==> config.mk <==
export PLATFORM = sky130hd
export DESIGN_NAME = sd_resp_rx_flat
export DESIGN_NICKNAME = d
export VERILOG_FILES = /design/src/rtl/sd_resp_rx_if.sv /design/src/rtl/sd_resp_rx.sv /design/src/flat_wrapper.sv
export SDC_FILE = /design/constraint.sdc
export NUM_CORES = 1
export LEC_CHECK = 0
export BUFFER_PORTS_ARGS = -buffer_cell sky130_fd_sc_hd__buf_4
export CORE_ASPECT_RATIO = 1.5
export CORE_UTILIZATION = 60
export CTS_BUF_LIST = sky130_fd_sc_hd__clkbuf_8
export DETAILED_ROUTE_END_ITERATION = 8
export PLACE_DENSITY = 0.9
export SYNTH_ARGS = -nofsm -noshare
export SYNTH_HDL_FRONTEND = slang
export SYNTH_SLANG_ARGS = --single-unit
==> constraint.sdc <==
create_clock -name clk -period 8.7 [get_ports clk]
set_clock_uncertainty 0.1 [all_clocks]
set_input_delay 0 -clock clk [delete_from_list [all_inputs] [get_ports clk]]
set_output_delay 0 -clock clk [all_outputs]
set_load 0.02 [all_outputs]
==> src/rtl/sd_resp_rx_if.sv <==
// Handshake and status bundle between the host command FSM and the
// short-response receiver.
interface sd_resp_rx_if;
    logic        rx_en;
    logic        check_crc;
    logic        check_index;
    logic [5:0]  exp_index;
    logic        sd_cmd;
    logic [37:0] resp_content;
    logic        busy;
    logic        done;
    logic        timeout_err;
    logic        crc_err;
    logic        frame_err;
    logic        index_err;

    modport master (
        output rx_en, check_crc, check_index, exp_index, sd_cmd,
        input  resp_content, busy, done, timeout_err, crc_err, frame_err, index_err
    );

    modport slave (
        input  rx_en, check_crc, check_index, exp_index, sd_cmd,
        output resp_content, busy, done, timeout_err, crc_err, frame_err, index_err
    );
endinterface

==> src/rtl/sd_resp_rx.sv <==
// SD 48-bit short response receiver: waits for the start bit, shifts in the
// frame, checks CRC7/framing/index and presents the 38-bit content.
module sd_resp_rx #(
    parameter int TIMEOUT = 64
) (
    input logic         clk,
    input logic         reset,
    sd_resp_rx_if.slave bus
);
    localparam int TW = $clog2(TIMEOUT);

    typedef enum logic [1:0] {IDLE, WAIT_START, RECEIVE, DONE} state_t;

    state_t      state;
    logic [TW-1:0] timer;
    logic [5:0]  bit_cnt;
    logic [6:0]  crc;
    logic [37:0] shift;
    logic        chk_crc;
    logic        chk_idx;
    logic [5:0]  exp_idx;

    logic        d;
    logic        fb;
    logic [6:0]  crc_nx;
    logic [2:0]  crc_idx;

    assign d       = bus.sd_cmd;
    assign fb      = d ^ crc[6];
    assign crc_nx  = {crc[5:0], 1'b0} ^ (fb ? 7'h09 : 7'h00);
    // frame bits 7..1 carry crc[6]..crc[0], MSB first
    assign crc_idx = bit_cnt[2:0] - 3'd1;

    always_ff @(posedge clk or posedge reset) begin
        if (reset) begin
            state            <= IDLE;
            timer            <= '0;
            bit_cnt          <= '0;
            crc              <= '0;
            shift            <= '0;
            chk_crc          <= 1'b0;
            chk_idx          <= 1'b0;
            exp_idx          <= '0;
            bus.resp_content <= '0;
            bus.busy         <= 1'b0;
            bus.done         <= 1'b0;
            bus.timeout_err  <= 1'b0;
            bus.crc_err      <= 1'b0;
            bus.frame_err    <= 1'b0;
            bus.index_err    <= 1'b0;
        end else begin
            case (state)
                IDLE: begin
                    if (bus.rx_en) begin
                        state           <= WAIT_START;
                        bus.busy        <= 1'b1;
                        chk_crc         <= bus.check_crc;
                        chk_idx         <= bus.check_index;
                        exp_idx         <= bus.exp_index;
                        timer           <= '0;
                        crc             <= '0;
                        bus.timeout_err <= 1'b0;
                        bus.crc_err     <= 1'b0;
                        bus.frame_err   <= 1'b0;
                        bus.index_err   <= 1'b0;
                    end
                end
                WAIT_START: begin
                    // a start bit on the last allowed cycle still wins
                    if (!d) begin
                        state   <= RECEIVE;
                        crc     <= crc_nx;
                        bit_cnt <= 6'd46;
                    end else if (timer == TW'(TIMEOUT - 1)) begin
                        state           <= DONE;
                        bus.done        <= 1'b1;
                        bus.timeout_err <= 1'b1;
                    end else begin
                        timer <= timer + 1'b1;
                    end
                end
                RECEIVE: begin
                    bit_cnt <= bit_cnt - 6'd1;
                    if (bit_cnt >= 6'd8) begin
                        shift <= {shift[36:0], d};
                        crc   <= crc_nx;
                        if (bit_cnt == 6'd46 && d) bus.frame_err <= 1'b1;
                    end else if (bit_cnt != 6'd0) begin
                        if (chk_crc && (d != crc[crc_idx])) bus.crc_err <= 1'b1;
                    end else begin
                        if (!d) bus.frame_err <= 1'b1;
                        if (chk_idx && (shift[37:32] != exp_idx)) bus.index_err <= 1'b1;
                        bus.resp_content <= shift;
                        bus.done         <= 1'b1;
                        state            <= DONE;
                    end
                end
                DONE: begin
                    bus.done <= 1'b0;
                    bus.busy <= 1'b0;
                    state    <= IDLE;
                end
                default: state <= IDLE;
            endcase
        end
    end
endmodule

==> src/flat_wrapper.sv <==
// flat-port wrapper written by rule: the top's interface ports become plain ports
module sd_resp_rx_flat 
#(
    parameter int TIMEOUT = 64
)
  (clk, reset, bus_rx_en, bus_check_crc, bus_check_index, bus_exp_index, bus_sd_cmd, bus_resp_content, bus_busy, bus_done, bus_timeout_err, bus_crc_err, bus_frame_err, bus_index_err);
  sd_resp_rx_if bus_i ();
  input logic clk;
  input logic reset;
  input wire logic [$bits(bus_i.rx_en)-1:0] bus_rx_en;
  input wire logic [$bits(bus_i.check_crc)-1:0] bus_check_crc;
  input wire logic [$bits(bus_i.check_index)-1:0] bus_check_index;
  input wire logic [$bits(bus_i.exp_index)-1:0] bus_exp_index;
  input wire logic [$bits(bus_i.sd_cmd)-1:0] bus_sd_cmd;
  output wire logic [$bits(bus_i.resp_content)-1:0] bus_resp_content;
  output wire logic [$bits(bus_i.busy)-1:0] bus_busy;
  output wire logic [$bits(bus_i.done)-1:0] bus_done;
  output wire logic [$bits(bus_i.timeout_err)-1:0] bus_timeout_err;
  output wire logic [$bits(bus_i.crc_err)-1:0] bus_crc_err;
  output wire logic [$bits(bus_i.frame_err)-1:0] bus_frame_err;
  output wire logic [$bits(bus_i.index_err)-1:0] bus_index_err;
  assign bus_i.rx_en = bus_rx_en;
  assign bus_i.check_crc = bus_check_crc;
  assign bus_i.check_index = bus_check_index;
  assign bus_i.exp_index = bus_exp_index;
  assign bus_i.sd_cmd = bus_sd_cmd;
  assign bus_resp_content = bus_i.resp_content;
  assign bus_busy = bus_i.busy;
  assign bus_done = bus_i.done;
  assign bus_timeout_err = bus_i.timeout_err;
  assign bus_crc_err = bus_i.crc_err;
  assign bus_frame_err = bus_i.frame_err;
  assign bus_index_err = bus_i.index_err;
  sd_resp_rx #(.TIMEOUT(TIMEOUT)) u_core (.clk(clk), .reset(reset), .bus(bus_i));
endmodule
==> metrics, run 1 <==
Via density 5.60; count leader, synth dfrtp_1; highest routed metal layer met4; Max Root-Sink Buffers 2; met1 wire length between 3 and 4 mm; WP data required around 8.9 ns; largest family of logic cells by synthesized area multiplexers; Post-Route WL between 8 and 9 mm; Slew Viols, Final 0; fin cells approximately 530; die area approximately 8400 sq um; Crit Path Category reg -> reg; Yosys warning count 0; H-tree Lvls 3; ranking of synthesized cells by area dfrtp_1 58%, mux2_1 12%, mux2_2 7.3%, ha_1 2.3%, nand2_1 2.2%; final core occ ~73%; max cap viols 0; Die Height ~110 microns; Comb pwr share 31.8%; Arrival @ worst endpoint 3.05 ns; vias in the first global route approximately 2,900; Core Rows 39; Final Cycle Share between 30% and 40%; Pre-antenna DRT Iters 4; mux cell area share after synthesis a little over a fifth; number of synthesized flops with an enable pin 0; status complete, no violations; Hold WC Path Type in -> async; unrepaired setup endpoints after global routing no; Crit. End Element flop; Final Hold Violating Endpoints 0; final worst slack just under 6 ns; post-route minimum period approximately 2.9 ns; Critical Path Start Type flop; Final setup viols 0; IO Pins between 50 and 60; first-pass GRT wire length 14.1 mm; remaining antenna violation count 0; Multi-input gate area 1910 sq um; core area slightly below 8000 sq um; Mapped Avg Cell Area between 10 and 15 sq um; Final Hold Slack around 0.037 ns; Fillers ~520; PD cells 280 nW/um^2; Post-Syn Area roughly 4800 sq um; WL met3 ~240 microns; Clock Sinks roughly 110; CTS Buf Count 9; placed insts slightly above 500; Yosys top cell area share slightly below 60%; Post-Syn Nets approximately 390; met2 routed WL roughly 4.5 mm; storage element area between 2000 and 3000 sq um; proportion of layout cells with a drive suffix above 1 27.3%; Horiz. Die Dim approximately 75 microns; Clock Root Buffer clkbuf_8; Synth Area in Simple Gates 6.21%; initial antenna violation count 0; static leakage approximately 2.9 nW; maximum clock frequency about 350 MHz; Worst-Skew Late Latency 0.38 ns; Iteration-0 DRC Markers 175; DRC 0; Adder-Cell Fraction of Synth Area 2.34%; Sw Ratio roughly 33%; Clk pwr share between 20% and 30%; routed vias about 3,000; maximum vdd drop between 0.2 and 0.25 mV; top cells by count, synth 111 x dfrtp_1, 53 x mux2_1, 31 x mux2_2, 28 x nand2_1, 16 x nor2_1; sequential power share ~45%; Synth Register Bits about 110; GRT Overall Usage a little under a quarter; Overflow after GRT 0; CTS tree done; Layout Area Growth over Synthesis 17.3%; Clock transition at path regs roughly 0.10 ns; Synth area leader dfrtp_1; Sw Pwr 0.529 mW; register area share after synthesis 57.7%; Port Buffers 55; Critical Path Fanout Max 38; Slew headroom a little under a third; library cells used by synthesis 46; GP Congestion ~0.84; Internal 1.05 mW; Antenna Cells 0; ys async rst share 100%; Syn Inst Count ~360; DP Worst Slack about 5.8 ns; slew of the pin with the lowest slew margin approximately 1.0 ns; Final HPWL DP 5.82 mm; setup TNS 0 ns; Compound-Gate Fraction of Synth Area under 10%; top_reg_cell synth dfrtp_1; wire per inst roughly 16 microns; Initial Utilization a little over three fifths; Synth Area in XOR/XNOR approximately 2.7%; nets 445; largest net degree at the start of global routing 86
## sequential cells by signal (all words and copies together) (netlist names), 2 cells and up
name	count
u_core.bit_cnt	6
u_core.crc	7
u_core.state	2
u_core.timer	6
u_core.shift	38
u_core.bus.resp_content	38
u_core.exp_idx	6
## worst max-delay path: stages (launching register included)
cell	delay, ns
dfrtp_1	0.45
inv_1	0.14
ha_1	0.53
nand3_2	0.90
mux2_1	0.64
## kinds of logic after synthesis
| kind of cell | count (synthesis) |
|---|---|
| fa+ha+maj | 9 |
| compound gates | 45 |
| mux | 90 |
| flops | 111 |
| simple gates | 65 |
| xor+xnor | 15 |
| buf+inv | 29 |
## cell type report
type | count | share of cell area (%)
Tap cell | 102 | 2.26
Timing Repair Buffer | 68 | 9.53
Clock inverter | 6 | 2.04
Clock buffer | 10 | 2.44
Sequential cell | 111 | 49.2
Inverter | 10 | 0.709
Multi-Input combinational cell | 224 | 33.8
## path summary, 6_finish.rpt
path	startpoint	end	slack, ns	depth (start not counted)
max	u_core.state[0]	u_core.bus.resp_content[35]	5.81	4
min reg2reg	u_core.bus.resp_content[10]	u_core.bus.resp_content[10]	0.40	1
max reg2reg	u_core.state[0]	u_core.bus.resp_content[35]	5.81	4
min	reset	u_core.shift[7]	0.04	3
max in group asynchronous	reset	u_core.bus.resp_content[25]	7.12	4
min in group clk	bus_check_crc	u_core.chk_crc	0.29	3
## cell usage in the layout, fill, tap and decap left out, drive strengths merged, types with 2 or more instances in the layout
master	instances
a21oi	6
a22o	2
a31oi	4
and3	2
buf	57
bufinv	3
clkbuf	10
dfrtp	111
dlygate4sd3	11
ha	9
inv	11
mux2	85
mux2i	4
nand2	28
nand2b	3
nand3	5
nand4	3
nor2	16
nor4	2
o21ai	18
o22ai	2
o31ai	5
o41ai	2
xnor2	6
xor2	9
## power by group through the flow
stage	clock, mW	combinational [mW]	sequential, mW
2_1_floorplan	0	0.408	0.695
3_3_place_gp	0	0.475	0.709
3_5_place_dp	0	0.498	0.716
4_1_cts	0.381	0.505	0.706
5_1_grt	0.397	0.555	0.721
6_report	0.372	0.502	0.707
## stage by stage
step / instance area [sq um] / power (mW)
floorplan: 4810 / 1.10
global placement: 5280 / 1.18
detailed placement: 5280 / 1.21
CTS: 5650 / 1.59
global route: 5650 / 1.67
finish: 5650 / 1.58
## repair_timing
action | CTS | global route
hold buffers | 11 | 0
gates resized for setup | 0 | 0
setup buffers | 0 | 0
endpoints found under the hold margin | 41 | 0
## per-layer routing
layer / up-vias / GRT usage [%]
li1: 1384 / -
met2: 79 / 37.3
met3: 18 / 3.35
met5: - / 0
met1: 1493 / 28.4
met4: 0 / 11.9
Power figures use the tool's default switching activity.
==> run 2: changes to the inputs <==
- CORE_UTILIZATION: 60 -> 54
- PLACE_DENSITY: 0.9 -> 0.86
- clock period: 8.7 -> 2.64 ns (I/O delays scaled with it)
==> run 2 against run 1 <==
- power grew to 3.3 times the previous value
- global-route usage shrank 1.5 points
- via count grew 0.30%
- register-to-register slack lost 5.5 ns
- routed wire length grew 3.5%
- non-clock buffer count grew 1
- clock power grew to 3.3 times the previous value
- fmax grew 25%
- die area grew 11%
==> metrics, run 2 (synthesized netlist as in run 1, its figures left out) <==
max cap viols 0 (unchanged); Crit Path Category reg -> reg (unchanged); Worst Reg-to-Reg Cells 7 (was 4); Sw Pwr 1.75 mW (was 0.529 mW); R2R Path Start u_core.state[1] (was u_core.state[0]); Core Rows 41 (was 39); Clock Sinks 111 (unchanged); Critical Path Start Type flop (unchanged); initial antenna violation count 0 (unchanged); Port Buffers 55 (unchanged); post-route minimum period 2.31 ns (was 2.89 ns); Internal 3.47 mW (was 1.05 mW); CP max stage delay 0.49 ns (was 0.90 ns); Clock Root Buffer clkbuf_8 (unchanged); Overflow after GRT 0 (unchanged); GP Congestion 0.869 (was 0.836); Clk pwr share 23.1% (was 23.5%); top flop regs u_core.bus.resp_content: 38 flops, u_core.shift: 38 flops, u_core.crc: 7 flops (unchanged); core area 8520 sq um (was 7710 sq um); Sw Ratio 33.5% (about the same); Layout Area Growth over Synthesis 18.0% (was 17.3%); Pre-antenna DRT Iters 4 (unchanged); Final HPWL DP 5.90 mm (was 5.82 mm); Reg2Reg Setup Slack 0.33 ns (was 5.81 ns); CTS resizes 0 (unchanged); PD cells 918 nW/um^2 (was 280 nW/um^2); die area 9300 sq um (was 8390 sq um); remaining antenna violation count 0 (unchanged); Crit. End Element flop (unchanged); Via density 5.55 (was 5.60); first-pass GRT wire length 15.2 mm (was 14.1 mm); Slew headroom 61.2% (was 30.9%); unrepaired setup endpoints after global routing no (unchanged); maximum clock frequency 432 MHz (was 346 MHz); Critical Path, Cell by Cell inv_1 > ha_1 > mux2i_1 > a311oi_2 > nand4_1 > xor2_1 > nor2_1 (was inv_1 > ha_1 > nand3_2 > mux2_1); routed vias 2,983 (was 2,974); Arrival @ worst endpoint 2.46 ns (was 3.05 ns); Die Height 118 microns (was 112 microns); Antenna Cells 0 (unchanged); Comb pwr share 32.0% (was 31.8%); post-CTS setup buffers 0 (unchanged); vias in the first global route 3,128 (was 2,935); proportion of layout cells with a drive suffix above 1 27.2% (was 27.3%); WP data required 2.79 ns (was 8.86 ns); IO Pins 56 (unchanged); sequential power share 44.9% (was 44.7%); Buf+Inv Stages, Crit Path 1 (unchanged); Worst-Skew Late Latency 0.37 ns (was 0.38 ns); Max Root-Sink Buffers 2 (unchanged); Final Hold Violating Endpoints 0 (unchanged); largest net degree at the start of global routing 97 (was 86); Clock transition at path regs 0.10 ns (about the same); Initial Utilization 56.5% (was 62.4%); status complete, no violations (unchanged); Critical Path Fanout Max 13 (was 38); Final Hold Slack 0.0611 ns (was 0.0367 ns); H-tree Lvls 3 (unchanged); Final setup viols 0 (unchanged); FF-to-FF End u_core.timer[3] (was u_core.bus.resp_content[35]); commonest non-fill, non-tap cells in the layout 111 x dfrtp_1, 56 x buf_4, 53 x mux2_1 (was 111 x dfrtp_1, 57 x buf_4, 53 x mux2_1); slew of the pin with the lowest slew margin 0.582 ns (was 1.04 ns); GRT Overall Usage 21.1% (was 22.7%); wire per inst 16.5 microns (was 16.1 microns); Final Cycle Share 87.6% (was 33.3%); Hold WC Path Type in -> async (unchanged); nets 446 (was 445); DRC 0 (unchanged); setup TNS 0 ns (unchanged); CTS tree done (unchanged); slowest CP cell ha_1 (was nand3_2); CTS Buf Count 9 (unchanged); static leakage 2.87 nW (was 2.85 nW); delay-heaviest family, CP adder cells (was simple AND/OR/NAND/NOR gates); commonest non-fill, non-tap cell in the layout dfrtp_1 (unchanged); Iteration-0 DRC Markers 274 (was 175); Slew Viols, Final 0 (unchanged); Post-Route WL 8.86 mm (was 8.56 mm); Horiz. Die Dim 79.1 microns (was 75.1 microns); maximum vdd drop 0.826 mV (was 0.224 mV)
[run 2: cell count changes in the layout (fill, tap and decap cells not counted), sizes merged]
| cell | delta |
|---|---|
| buf | +1 |
[run 2: worst max-delay path by stage]
| stage | start | to | slack (ns) | cells past startpoint |
|---|---|---|---|---|
| final | u_core.state[1] | u_core.timer[3] | 0.33 | 7 |
| after global routing | u_core.state[1] | u_core.timer[3] | 0.17 | 7 |
| after CTS | u_core.state[1] | u_core.timer[3] | 0.35 | 7 |
| after detailed placement | u_core.state[0] | u_core.crc[1] | 0.40 | 7 |
| after global placement | u_core.state[0] | u_core.bit_cnt[5] | 0.50 | 6 |
| after floorplan | u_core.bit_cnt[0] | u_core.state[1] | 0.56 | 8 |
[run 2: worst register-to-register path, delay by kind of cell, from the launching register on]
family          cells  cell delay (ns)
fa+ha+maj           1             0.49
flops               1             0.44
compound gates      1             0.43
simple gates        2             0.26
xor+xnor            1             0.19
mux                 1             0.17
buf+inv             1             0.12
[run 2: final cells by class]
class,count,area (sq um)
fill,623,2840
inverter,10,41.3
tap,107,134
clock buffer,10,138
timing repair buffer,69,571
clock inverter,6,108
multi-input combinational,224,1910
sequential,111,2780
[run 2: repair_timing]
item,in CTS,in global routing
hold buffers,11,0
endpoints found under the setup margin,0,0
hold endpoints to repair,126,0
[run 2: power by group through the flow]
| stage | Clock, mW | Sequential [mW] | Combinational [mW] |
|---|---|---|---|
| 6_report | 1.21 | 2.34 | 1.67 |
| 4_1_cts | 1.23 | 2.34 | 1.67 |
| 5_1_grt | 1.31 | 2.39 | 1.84 |
| 3_3_place_gp | 0 | 2.34 | 1.56 |
| 2_1_floorplan | 0 | 2.29 | 1.35 |
| 3_5_place_dp | 0 | 2.37 | 1.65 |
[run 2: through the flow]
| step | worst slack (ns) | cells | utilization [%] | cell area [sq um] | power (mW) |
|---|---|---|---|---|---|
| floorplan | 0.564 | 364 | - | 4820 | 3.63 |
| global placement | 0.496 | 510 | 62.5 | 5320 | 3.91 |
| detailed placement | 0.403 | 510 | 62.5 | 5320 | 4.02 |
| CTS | 0.349 | 537 | 66.7 | 5680 | 5.25 |
| global route | 0.169 | 537 | 66.7 | 5680 | 5.54 |
| finish | 0.327 | 537 | 66.7 | 5680 | 5.21 |
[run 2: per-layer routing]
metal | track usage, % | vias up | part of all wire (%)
li1 | - | 1394 | -
met1 | 26.1 | 1507 | 41
met2 | 35.7 | 67 | 53
met3 | 4.50 | 15 | 3.7
met4 | 8.18 | 0 | 1.9
met5 | 0 | - | 0
==> run 3: changes to the inputs <==
- ABC_AREA: default -> 1
==> run 3 against run 2 <==
- setup slack improved by 0.023 ns
- global-route usage rose by 1.6 points
- critical endpoint is now u_core.chk_crc
- fmax grew 1.0%
- largest cell class unchanged
- non-clock buffer count grew 5
- highest routed layer unchanged
==> metrics, run 3 <==
register area share after synthesis 58.0% (was 57.7%); Clock transition at path regs 0.10 ns (about the same); remaining antenna violation count 0 (unchanged); top flop regs u_core.bus.resp_content: 38 flops, u_core.shift: 38 flops, u_core.crc: 7 flops (unchanged); Initial Utilization 56.2% (was 56.5%); Synth Register Bits 111 (unchanged); proportion of layout cells with a drive suffix above 1 15.0% (was 27.2%); Crit. End Element flop (unchanged); slew of the pin with the lowest slew margin 0.845 ns (was 0.582 ns); ranking of synthesized cells by area dfrtp_1 58%, nand2_1 12%, o21ai_0 7.1%, inv_1 3.9%, nor2_1 3.2% (was dfrtp_1 58%, mux2_1 12%, mux2_2 7.3%, ha_1 2.3%, nand2_1 2.2%); post-CTS setup buffers 0 (unchanged); Yosys warning count 0 (unchanged); Arrival @ worst endpoint 2.50 ns (was 2.46 ns); Multi-input gate area 1690 sq um (was 1910 sq um); Crit Path Category reg -> reg (unchanged); sequential power share 44.8% (was 44.9%); number of synthesized flops with an enable pin 0 (unchanged); top cells by count, synth 155 x nand2_1, 111 x dfrtp_1, 68 x o21ai_0, 50 x inv_1, 41 x nor2_1 (was 111 x dfrtp_1, 53 x mux2_1, 31 x mux2_2, 28 x nand2_1, 16 x nor2_1); vias in the first global route 3,806 (was 3,128); Hold WC Path Type in -> reg (was in -> async); library cells used by synthesis 28 (was 46); Post-Syn Area 4790 sq um (was 4810 sq um); Iteration-0 DRC Markers 271 (was 274); setup TNS 0 ns (unchanged); storage element area 2780 sq um (unchanged); largest net degree at the start of global routing 70 (was 97); Fillers 645 (was 623); maximum clock frequency 437 MHz (was 432 MHz); Critical Path Start Type flop (unchanged); Post-Route WL 9.49 mm (was 8.86 mm); GRT Overall Usage 22.7% (was 21.1%); commonest non-fill, non-tap cell in the layout nand2_1 (was dfrtp_1); Yosys top cell area share 58.0% (was 57.7%); Post-Syn Nets 560 (was 385); Syn Inst Count 539 (was 364); Max Root-Sink Buffers 2 (unchanged); wire per inst 13.3 microns (was 16.5 microns); Overflow after GRT 0 (unchanged); unrepaired setup endpoints after global routing no (unchanged); IO Pins 56 (unchanged); Sw Pwr 2.26 mW (was 1.75 mW); Via density 5.35 (was 5.55); Antenna Cells 0 (unchanged); DRC 0 (unchanged); Pre-antenna DRT Iters 6 (was 4); Final Cycle Share 86.7% (was 87.6%); die area 9260 sq um (was 9300 sq um); Final HPWL DP 6.53 mm (was 5.90 mm); Comb pwr share 36.7% (was 32.0%); Clock Sinks 111 (unchanged); PD cells 1020 nW/um^2 (was 918 nW/um^2); Sw Ratio 39.7% (was 33.5%); Horiz. Die Dim 78.9 microns (was 79.1 microns); status complete, no violations (unchanged); WP data required 2.85 ns (was 2.79 ns); Mapped Avg Cell Area 8.89 sq um (was 13.2 sq um); Clk pwr share 18.5% (was 23.1%); Synth area leader dfrtp_1 (unchanged); Final Hold Violating Endpoints 0 (unchanged); top_reg_cell synth dfrtp_1 (unchanged); core area 8520 sq um (unchanged); DP Area 5250 sq um (was 5320 sq um); CTS tree done (unchanged); H-tree Lvls 3 (unchanged); Internal 3.44 mW (was 3.47 mW); initial antenna violation count 0 (unchanged); Slew Viols, Final 0 (unchanged); Worst-Skew Late Latency 0.37 ns (about the same); post-route minimum period 2.29 ns (was 2.31 ns); Critical Path Fanout Max 12 (was 13); Reg2Reg Setup Slack 0.35 ns (was 0.33 ns); first-pass GRT wire length 16.8 mm (was 15.2 mm); routed vias 3,825 (was 2,983); count leader, synth nand2_1 (was dfrtp_1); Die Height 117 microns (was 118 microns); max cap viols 0 (unchanged); Clock Root Buffer clkbuf_8 (unchanged); Core Rows 41 (unchanged); ys async rst share 100% (unchanged); Layout Area Growth over Synthesis 17.2% (was 18.0%); GP Congestion 0.899 (was 0.869); Final setup viols 0 (unchanged); static leakage 2.90 nW (was 2.87 nW); CTS Buf Count 9 (unchanged); commonest non-fill, non-tap cells in the layout 155 x nand2_1, 111 x dfrtp_1, 68 x o21ai_0 (was 111 x dfrtp_1, 56 x buf_4, 53 x mux2_1); nets 624 (was 446); Port Buffers 55 (unchanged); maximum vdd drop 0.675 mV (was 0.826 mV); Slew headroom 43.7% (was 61.2%); final instance area 5620 sq um (was 5680 sq um)
==> run 3: worst paths after layout <==
kind | start | to | depth (start not counted)
min in group asynchronous | reset | u_core.bus.resp_content[4] | 4
setup / recovery | u_core.state[0] | u_core.chk_crc | 7
hold / removal | bus_rx_en | u_core.bus.busy | 6
max in group asynchronous | reset | u_core.shift[0] | 4
setup reg to reg | u_core.state[0] | u_core.chk_crc | 7
hold reg to reg | u_core.bus.resp_content[12] | u_core.bus.resp_content[12] | 2
==> run 3: critical path: stages (launching register included) <==
cell           delay, ns
dfrtp_1             0.43
inv_1               0.15
ha_1                0.27
nand2_1             0.24
inv_1               0.34
nand2_1             0.10
nand2_1             0.07
dlygate4sd3_1       0.54
==> run 3: cell type report <==
class / count / share of cell area [%]
tap: 107 / 2.38
clock inverter: 5 / 1.11
clock buffer: 11 / 2.70
sequential: 111 / 49.5
multi-input combinational: 354 / 30.2
timing repair buffer: 74 / 10.6
inverter: 53 / 3.61
==> run 3: what timing repair did <==
item                                   CTS  global route
hold buffers                            15             0
endpoints found under the hold margin  123             0
gates resized for setup                  0             0
==> run 3: layer usage <==
layer / share of wire (%) / routed length (microns) / up-vias / GRT usage (%)
li1: - / - / 1835 / -
met1: 41 / 3890 / 1840 / 28.2
met2: 52 / 4920 / 122 / 37.9
met3: 4.7 / 447 / 28 / 4.75
met4: 2.4 / 230 / 0 / 10.1
met5: 0 / 0 / - / 0
==> run 3: cells by family (layout without fill, tap and decap cells) <==
family	Yosys count	count (layout)	share of synthesized area (%)
buffers and inverters	74	143	6.64
DFF	111	111	58.0
adders and majority gates	9	9	2.35
and+or+nand+nor	237	237	21.0
AOI/OAI and AO/OA	103	103	11.1
xor gates and xnor gates	5	5	0.914
==> run 3: per-stage QoR <==
stage          total power, mW  hold WS (ns)  cells  util, %  setup slack, ns
6_report                  5.70        0.0239    715     65.9            0.350
5_1_grt                   6.18        0.0583    715     65.9            0.138
4_1_cts                   5.72       0.00301    715     65.9            0.373
3_5_place_dp              4.58        0.0986    684     61.7            0.428
3_3_place_gp              4.44        0.0890    684     61.7            0.580
2_1_floorplan             4.15       0.00962    539        -            0.995
==> run 3: power by group through the flow <==
stage                     combinational (mW)  sequential (mW)  clock (mW)
after global routing                    2.43             2.60        1.14
after floorplan                         1.62             2.53           0
after global placement                  1.90             2.54           0
after CTS                               2.09             2.54        1.09
final                                   2.09             2.55        1.06
after detailed placement                2.00             2.57           0
